## src/rtl/rx_pkt_fifo.sv

```systemverilog
// rx_pkt_fifo: first-word-fall-through receive FIFO with occupancy flags
// and sticky overflow/underflow indicators.
// Optional build macro RX_PKT_ROLLBACK_EN adds packet commit/discard:
// writes land speculatively and only become readable on pkt_commit.
module rx_pkt_fifo #(
    parameter int DATA_W    = 8,
    parameter int DEPTH     = 64,
    parameter int AF_THRESH = DEPTH - 4
) (
    input  logic                     clk,
    input  logic                     rst,
    input  logic                     flush,
    input  logic                     w_enable,
    input  logic [DATA_W-1:0]        w_data,
    input  logic                     r_enable,
`ifdef RX_PKT_ROLLBACK_EN
    input  logic                     pkt_commit,
    input  logic                     pkt_discard,
`endif
    output logic [DATA_W-1:0]        r_data,
    output logic                     empty,
    output logic                     full,
    output logic                     almost_full,
    output logic [$clog2(DEPTH):0]   count,
    output logic                     overflow,
    output logic                     underflow
);

    localparam int AW = $clog2(DEPTH);
    localparam int PW = AW + 1;
    localparam logic [PW-1:0] DEPTH_P = PW'(DEPTH);
    localparam logic [PW-1:0] AF_P    = PW'(AF_THRESH);
    localparam logic [PW-1:0] ONE_P   = PW'(1);

    logic [DATA_W-1:0] mem [DEPTH];

    // wr_ptr is the write-side (speculative) pointer; vis_ptr bounds what
    // the read side may see. Without rollback the two are the same.
    logic [PW-1:0] wr_ptr;
    logic [PW-1:0] rd_ptr;
    logic [PW-1:0] vis_ptr;
    logic [PW-1:0] wr_cnt;
    logic          wr_ok;
    logic          rd_ok;

`ifdef RX_PKT_ROLLBACK_EN
    logic [PW-1:0] cmt_ptr;
    assign vis_ptr = cmt_ptr;
`else
    assign vis_ptr = wr_ptr;
`endif

    // Flags come only from registered pointers.
    assign count       = vis_ptr - rd_ptr;
    assign wr_cnt      = wr_ptr - rd_ptr;
    assign empty       = (count == '0);
    assign full        = (wr_cnt == DEPTH_P);
    assign almost_full = (count >= AF_P);
    assign r_data      = mem[rd_ptr[AW-1:0]];

    // A pop frees the head slot, so a write is allowed while full if a
    // read happens in the same cycle.
    assign rd_ok = r_enable && !empty;
    assign wr_ok = w_enable && (!full || rd_ok);

    // Storage array; deliberately not reset.
    always_ff @(posedge clk) begin
        if (wr_ok && !flush) begin
            mem[wr_ptr[AW-1:0]] <= w_data;
        end
    end

    // Pointer and sticky-flag update; flush overrides all traffic.
    always_ff @(posedge clk or posedge rst) begin
        if (rst) begin
            wr_ptr    <= '0;
            rd_ptr    <= '0;
`ifdef RX_PKT_ROLLBACK_EN
            cmt_ptr   <= '0;
`endif
            overflow  <= 1'b0;
            underflow <= 1'b0;
        end else if (flush) begin
            wr_ptr    <= '0;
            rd_ptr    <= '0;
`ifdef RX_PKT_ROLLBACK_EN
            cmt_ptr   <= '0;
`endif
            overflow  <= 1'b0;
            underflow <= 1'b0;
        end else begin
            if (rd_ok) begin
                rd_ptr <= rd_ptr + ONE_P;
            end
            if (w_enable && !wr_ok) begin
                overflow <= 1'b1;
            end
            if (r_enable && empty) begin
                underflow <= 1'b1;
            end
`ifdef RX_PKT_ROLLBACK_EN
            if (pkt_discard) begin
                wr_ptr <= cmt_ptr;
            end else begin
                if (wr_ok) begin
                    wr_ptr <= wr_ptr + ONE_P;
                end
                if (pkt_commit) begin
                    cmt_ptr <= wr_ptr + {{(PW-1){1'b0}}, wr_ok};
                end
            end
`else
            if (wr_ok) begin
                wr_ptr <= wr_ptr + ONE_P;
            end
`endif
        end
    end

endmodule

```

## config.mk

```make
export PLATFORM = sky130hd
export DESIGN_NAME = rx_pkt_fifo
export DESIGN_NICKNAME = d
export VERILOG_FILES = /design/src/rtl/rx_pkt_fifo.sv
export SDC_FILE = /design/constraint.sdc
export NUM_CORES = 1
export LEC_CHECK = 0
export BUFFER_PORTS_ARGS = -buffer_cell sky130_fd_sc_hd__clkbuf_2
export CAP_MARGIN = 20
export CORE_MARGIN = 2
export CORE_UTILIZATION = 30
export DETAILED_ROUTE_END_ITERATION = 12
export PLACE_DENSITY = 0.46
export SKIP_LAST_GASP = 1
export SYNTH_ARGS = -nofsm -noshare
export SYNTH_HDL_FRONTEND = slang
export SYNTH_SLANG_ARGS = --single-unit
```

## constraint.sdc

```tcl
create_clock -name clk -period 8.9 [get_ports clk]
set_input_delay 0.89 -clock clk [delete_from_list [all_inputs] [get_ports clk]]
set_output_delay 0.89 -clock clk [all_outputs]
set_load 0.03 [all_outputs]
```

# After elaboration in Yosys (flattened, before gate mapping)
# Memories as Yosys holds them, arrays and structs flattened.
# Cells that the tools add are included.
totals:
  ram_bits: 512
  mem_count: 1
  register_bits: 16
  out_inout_bits: 20
  elab_cells: 35
classes:
  n_lt_le_gt_ge: 1
  muxes: 10
  n_eq_ne: 1
  n_reduce_logical: 15
  n_addsub: 3
memory_table:
  columns: ["memory", "depth", "width", "rd", "rd_clocked_by_memory_dff", "write_ports", "line_no", "text"]
  rows:
  - ["mem", 64, 8, 1, 0, 1, "35", "logic [DATA_W-1:0] mem [DEPTH];"]
ops:
  columns: ["operator", "count"]
  rows:
  - ["$mux W7", 4]
  - ["$add A7 B1 Y7 const B", 2]
  - ["$reduce_bool A2 Y1", 4]
  - ["$eq A7 B7 Y1 const B", 1]
  - ["$ge A7 B6 Y1 const B", 1]
  - ["$logic_not A7 Y1", 1]
  - ["$sub A7 B7 Y7", 1]
  - ["$mux W1", 6]
  - ["$logic_and A1 B1 Y1", 5]
  - ["$logic_not A1 Y1", 4]
  - ["$logic_or A1 B1 Y1", 1]

# Depth between registers and ports, before layout
logic_depth:
  word_depth: 10
  mapped_depth: 14

# Least setup slack after synthesis
# OpenSTA, ideal clock, no wires.
synth_timing:
  path_kind: "register to output"
  startpoint: "register rd_ptr[3]"
  endpoint: "output empty"
  arrival_ns: 3.510
  required_ns: 8.010
  path_slack_ns: 4.500
  path_stages_with_launch: 12
  path_cell_list: "dfrtp_1 > clkbuf_1 > inv_2 > buf_1 > clkbuf_1 > ha_1 > o21ai_1 > a2111o_1 > o211ai_1 > or4_1 > buf_2 > nor2_1"
synth_between:
  elab_chain_cells: 2
synth_rtl:
  columns: ["element", "line_no", "text"]
  rows:
  - ["from (decl)", "40", "logic [PW-1:0] rd_ptr;"]
  - ["from (signal assigned)", "93", "rd_ptr <= rd_ptr + ONE_P;"]
  - ["$sub A7 B7 Y7", "54", "assign count = vis_ptr - rd_ptr;"]
  - ["named net count[5]", "24", "output logic [$clog2(DEPTH):0] count,"]
  - ["$logic_not A7 Y1", "56", "assign empty = (count == '0);"]
  - ["to (decl)", "21", "output logic empty,"]
# The timed path passes the listed nets, and every way through them passes these cells.

# Final worst setup path
layout_timing:
  startpoint: "register rd_ptr[2]"
  endpoint: "output r_data[5]"
layout_between:
  elab_chain_cells: 1
layout_rtl:
  columns: ["element", "line_no", "text"]
  rows:
  - ["$mem_v2 Z64 W8", null, null]
  - ["to (decl)", "20", "output logic [DATA_W-1:0] r_data,"]
# Every way passes these cells.

==> metrics list <==
* Status: complete, no violations
- In the final design database the tool counted 1144 nets.
- The die covers 0.0721 sq mm.
- Actual transition at the worst max-transition pin: 1.08 ns
- In this run, post-CTS hold repair placed 0 buffers.
- Utilization of the core after routing: 34.6%
* Crit share post-route: 59.0%
* Cell at the root of the clock tree: sky130_fd_sc_hd__clkbuf_16
* Number of antenna violations at the first check in global routing: 3
- Timing would allow up to 190 MHz.
- Detail Placement HPWL: 33500 um
* Max-slew headroom at the worst pin: 28.0%
- Worst-path cell chain: buf_4 > nand2_1 > o221ai_1 > a21oi_1 > o311a_1 > a21oi_1 > clkbuf_2
- H-tree level count: 2
- Insertion delay of the later-clocked pin in the worst-skew pair: 0.62 ns
- The floorplan step set the die width to 269 um.
- Total CTS buffers: 57
* Antenna diodes: 0
* Post-Syn Area: 0.0210 sq mm
- Number of input and output port buffers inserted: 32
- In the final routed layout, each cell accounts on average for 26.9 um.
- In the routed design, unresolved DRC markers number 0.
- For this block, the via count after detailed routing is ~11000.
- Per-instance average area after synthesis: about 20 sq um
* Worst-path fanout max: 36
- Type of element launching the critical path: register
- In this run the deepest clock path goes through 3 buffers.
- Relative to the synthesized area, the layout overhead comes to 14.8%.
- The critical path in this run is classified as register to output pin.
- Initial core utilization: between 30% and 40%
- Maximum capacitance violations: 0
* Worst-path cell with the longest stage delay: sky130_fd_sc_hd__dfrtp_2
- First-pass GRT wire length: roughly 81000 um
- STA puts the critical path data required time at 8.01 ns.
- Before antenna repair, the detailed router went through 5 iterations.
- The congestion estimate from routability-driven global placement came to 0.774.
* Final standard cell area without fillers: around 0.024 sq mm
- In this run the standard cell core region covers 0.0697 sq mm.
* Yosys warnings: 0
* Main flop type after synthesis: sky130_fd_sc_hd__edfxtp_1
- Largest stage delay on the critical path: between 0.8 and 0.9 ns
* Max-slew violation count: 0
* Cell count after synthesis: 1068
* Via count of the first global-routing pass: about 11000
* Flop2flop setup slack: 3.79 ns
* Total negative slack for setup checks: 0 ns
* Share of layout cells above drive strength 1: 24.1%
- For this design the top-level I/O count stands at 33.
* Post-CTS setup buffer count: 0
- Ratio of routed vias to standard cells: between 5 and 6
- After synthesis, flip-flops and latches occupy 75.1% of the total area.
* Clock Skews: between 0.015 and 0.02 ns
- Syn Nets: 1090
- Crit path time final: 5.25 ns
* Nature of the critical path endpoint: output pin
* Async set or reset register ratio after synthesis: about 3%
- Summed over all layers, the global routing overflow is 0.
- Path category of the worst min-delay check: input pin to async pin
* Netlist cell types: 56
- After the first detailed-routing iteration, the DRC count stood at a little over 1000.
- Number of synthesized flops with an enable pin: 512
- # setup viols final: 0
- Summing all placed instances gives a cell area of 0.0222 sq mm.
- Most frequent cell on the critical path: sky130_fd_sc_hd__a21oi_1
- TritonCTS built the clock tree.
- Global routing used 16.0% of the available tracks across all layers.
* Data arrival at the endpoint of the critical path: 4.36 ns
* FP Rows: 97
- Worst IR Drop VDD: between 100 and 150 uV
- Unrepaired setup endpoints after global routing: false
- For this design the static power due to leakage is 7.41 nW.
* Final hold vios: 0
- Clock transition at the register clock pins on the worst setup and hold paths after CTS: 0.06 ns
- Largest net degree at the start of global routing: between 90 and 100
- The synthesized design contains 528 register bits.
* Post-route ant nets: 0
* Detailed Route WL: 56700 um
- Resize count post-CTS: 0
- Clock tree synthesis found a total of 528 sinks.
- The floorplan step set the die height to 269 um.
- In this run the power density over the cells is 261 mW/mm^2.
## state kept, by name, indices dropped and copies added, names as in the netlist
signal	cells
overflow	1
vis_ptr	7
mem	512
underflow	1
rd_ptr	7
## critical path: cells and delay by family (launching register included)
kind / cells / cell delay [ns]
AOI/OAI and AO/OA: 4 / 1.45
buffers and inverters: 2 / 0.89
DFF: 1 / 0.88
and+or+nand+nor: 1 / 0.48
## placed cells by master, fill, tap and decap left out, drive strengths merged, types with 2 or more instances in the layout
cell type and instances:
a21oi 18, and3 5, inv 15, o31a 2, nor2b 4, or3 6, nand4 7, o2111ai 3
a311oi 3, mux4 128, clkinv 26, xnor2 6, o22ai 7, bufinv 7, or4 2, mux2i 30
o221ai 8, clkinvlp 4, ha 8, clkbuf 98, o31ai 2, nand2 71, a211oi 5, nor3 5
dfrtp 16, nand3 6, a221oi 4, nor2 97, a31oi 11, o21ai 11, buf 15, mux2 5
edfxtp 512, nand2b 2, xor2 4
## kinds of logic (layout without fill, tap and decap cells)
logic type               Yosys count  after routing  synth area share, %
adder cells (fa/ha/maj)            9              9                0.572
flip-flops                       528            528                 75.1
buffers and inverters             65            165                 1.30
XOR/XNOR                          10             10                0.417
multiplexers                     163            163                 15.4
AND/OR/NAND/NOR                  209            209                 4.40
AO/OA/AOI/OAI                     84             84                 2.76
## metrics by stage
stage          worst slack [ns]  std cells  hold slack [ns]  total power, mW
2_1_floorplan              4.50       1068            0.535             3.60
3_3_place_gp               4.01       2003            0.478             4.01
3_5_place_dp               3.81       2003            0.488             4.00
4_1_cts                    3.57       2108            0.336             6.38
5_1_grt                    3.30       2108            0.395             6.53
6_report                   3.65       2108            0.352             6.30
## where the power goes
| part | switching, mW | internal [mW] |
|---|---|---|
| clock | 0.992 | 1.38 |
| combinational | 0.676 | 0.463 |
| sequential | 0.0445 | 2.74 |
## per-layer routing
metal	wire (um)	up-vias	global-route usage (%)
met5	0	-	0
met3	3300	73	3.26
met4	1060	0	3.56
met1	26100	5686	23.3
met2	26200	335	24.7
li1	-	4487	-
## Yosys cell counts, types with 4 or more instances
library cell	instances	area, sq um
sky130_fd_sc_hd__ha_1	8	100
sky130_fd_sc_hd__mux2i_1	30	300
sky130_fd_sc_hd__mux4_2	128	2880
sky130_fd_sc_hd__xor2_1	4	35.0
sky130_fd_sc_hd__inv_1	10	37.5
sky130_fd_sc_hd__a31oi_1	11	68.8
sky130_fd_sc_hd__and3_1	5	31.3
sky130_fd_sc_hd__or3_1	6	37.5
sky130_fd_sc_hd__nor3_1	5	25.0
sky130_fd_sc_hd__o221ai_1	8	70.1
sky130_fd_sc_hd__a221oi_1	4	35.0
sky130_fd_sc_hd__o21ai_0	9	45.0
sky130_fd_sc_hd__dfrtp_1	16	400
sky130_fd_sc_hd__nand2_1	70	263
sky130_fd_sc_hd__nor2_1	97	364
sky130_fd_sc_hd__clkbuf_1	20	75.1
sky130_fd_sc_hd__xnor2_1	6	52.6
sky130_fd_sc_hd__mux2_2	5	56.3
sky130_fd_sc_hd__nor2b_1	4	25.0
sky130_fd_sc_hd__a211oi_1	5	37.5
sky130_fd_sc_hd__buf_1	15	56.3
sky130_fd_sc_hd__edfxtp_1	512	15400
sky130_fd_sc_hd__buf_2	15	75.1
sky130_fd_sc_hd__a21oi_1	18	90.1
sky130_fd_sc_hd__o22ai_1	7	43.8
sky130_fd_sc_hd__nand4_1	4	25.0
## worst paths after layout
kind,from,to,cells past startpoint
max,rd_ptr[2],r_data[5],7
min,rst,rd_ptr[0],2
max reg2reg,rd_ptr[5],mem[37][5],9
min reg2reg,overflow,overflow,2
max in group asynchronous,rst,rd_ptr[1],2
min in group clk,overflow,overflow,2
## area by class of cell
class / instances / area [sq um]
Tap cell: 940 / 1180
Clock inverter: 39 / 404
Fill cell: 6610 / 45600
Inverter: 13 / 48.8
Timing Repair Buffer: 47 / 285
Clock buffer: 66 / 1460
Sequential cell: 528 / 15800
Multi-Input combinational cell: 475 / 4950
Note: power is estimated with default switching activity, not from simulation.
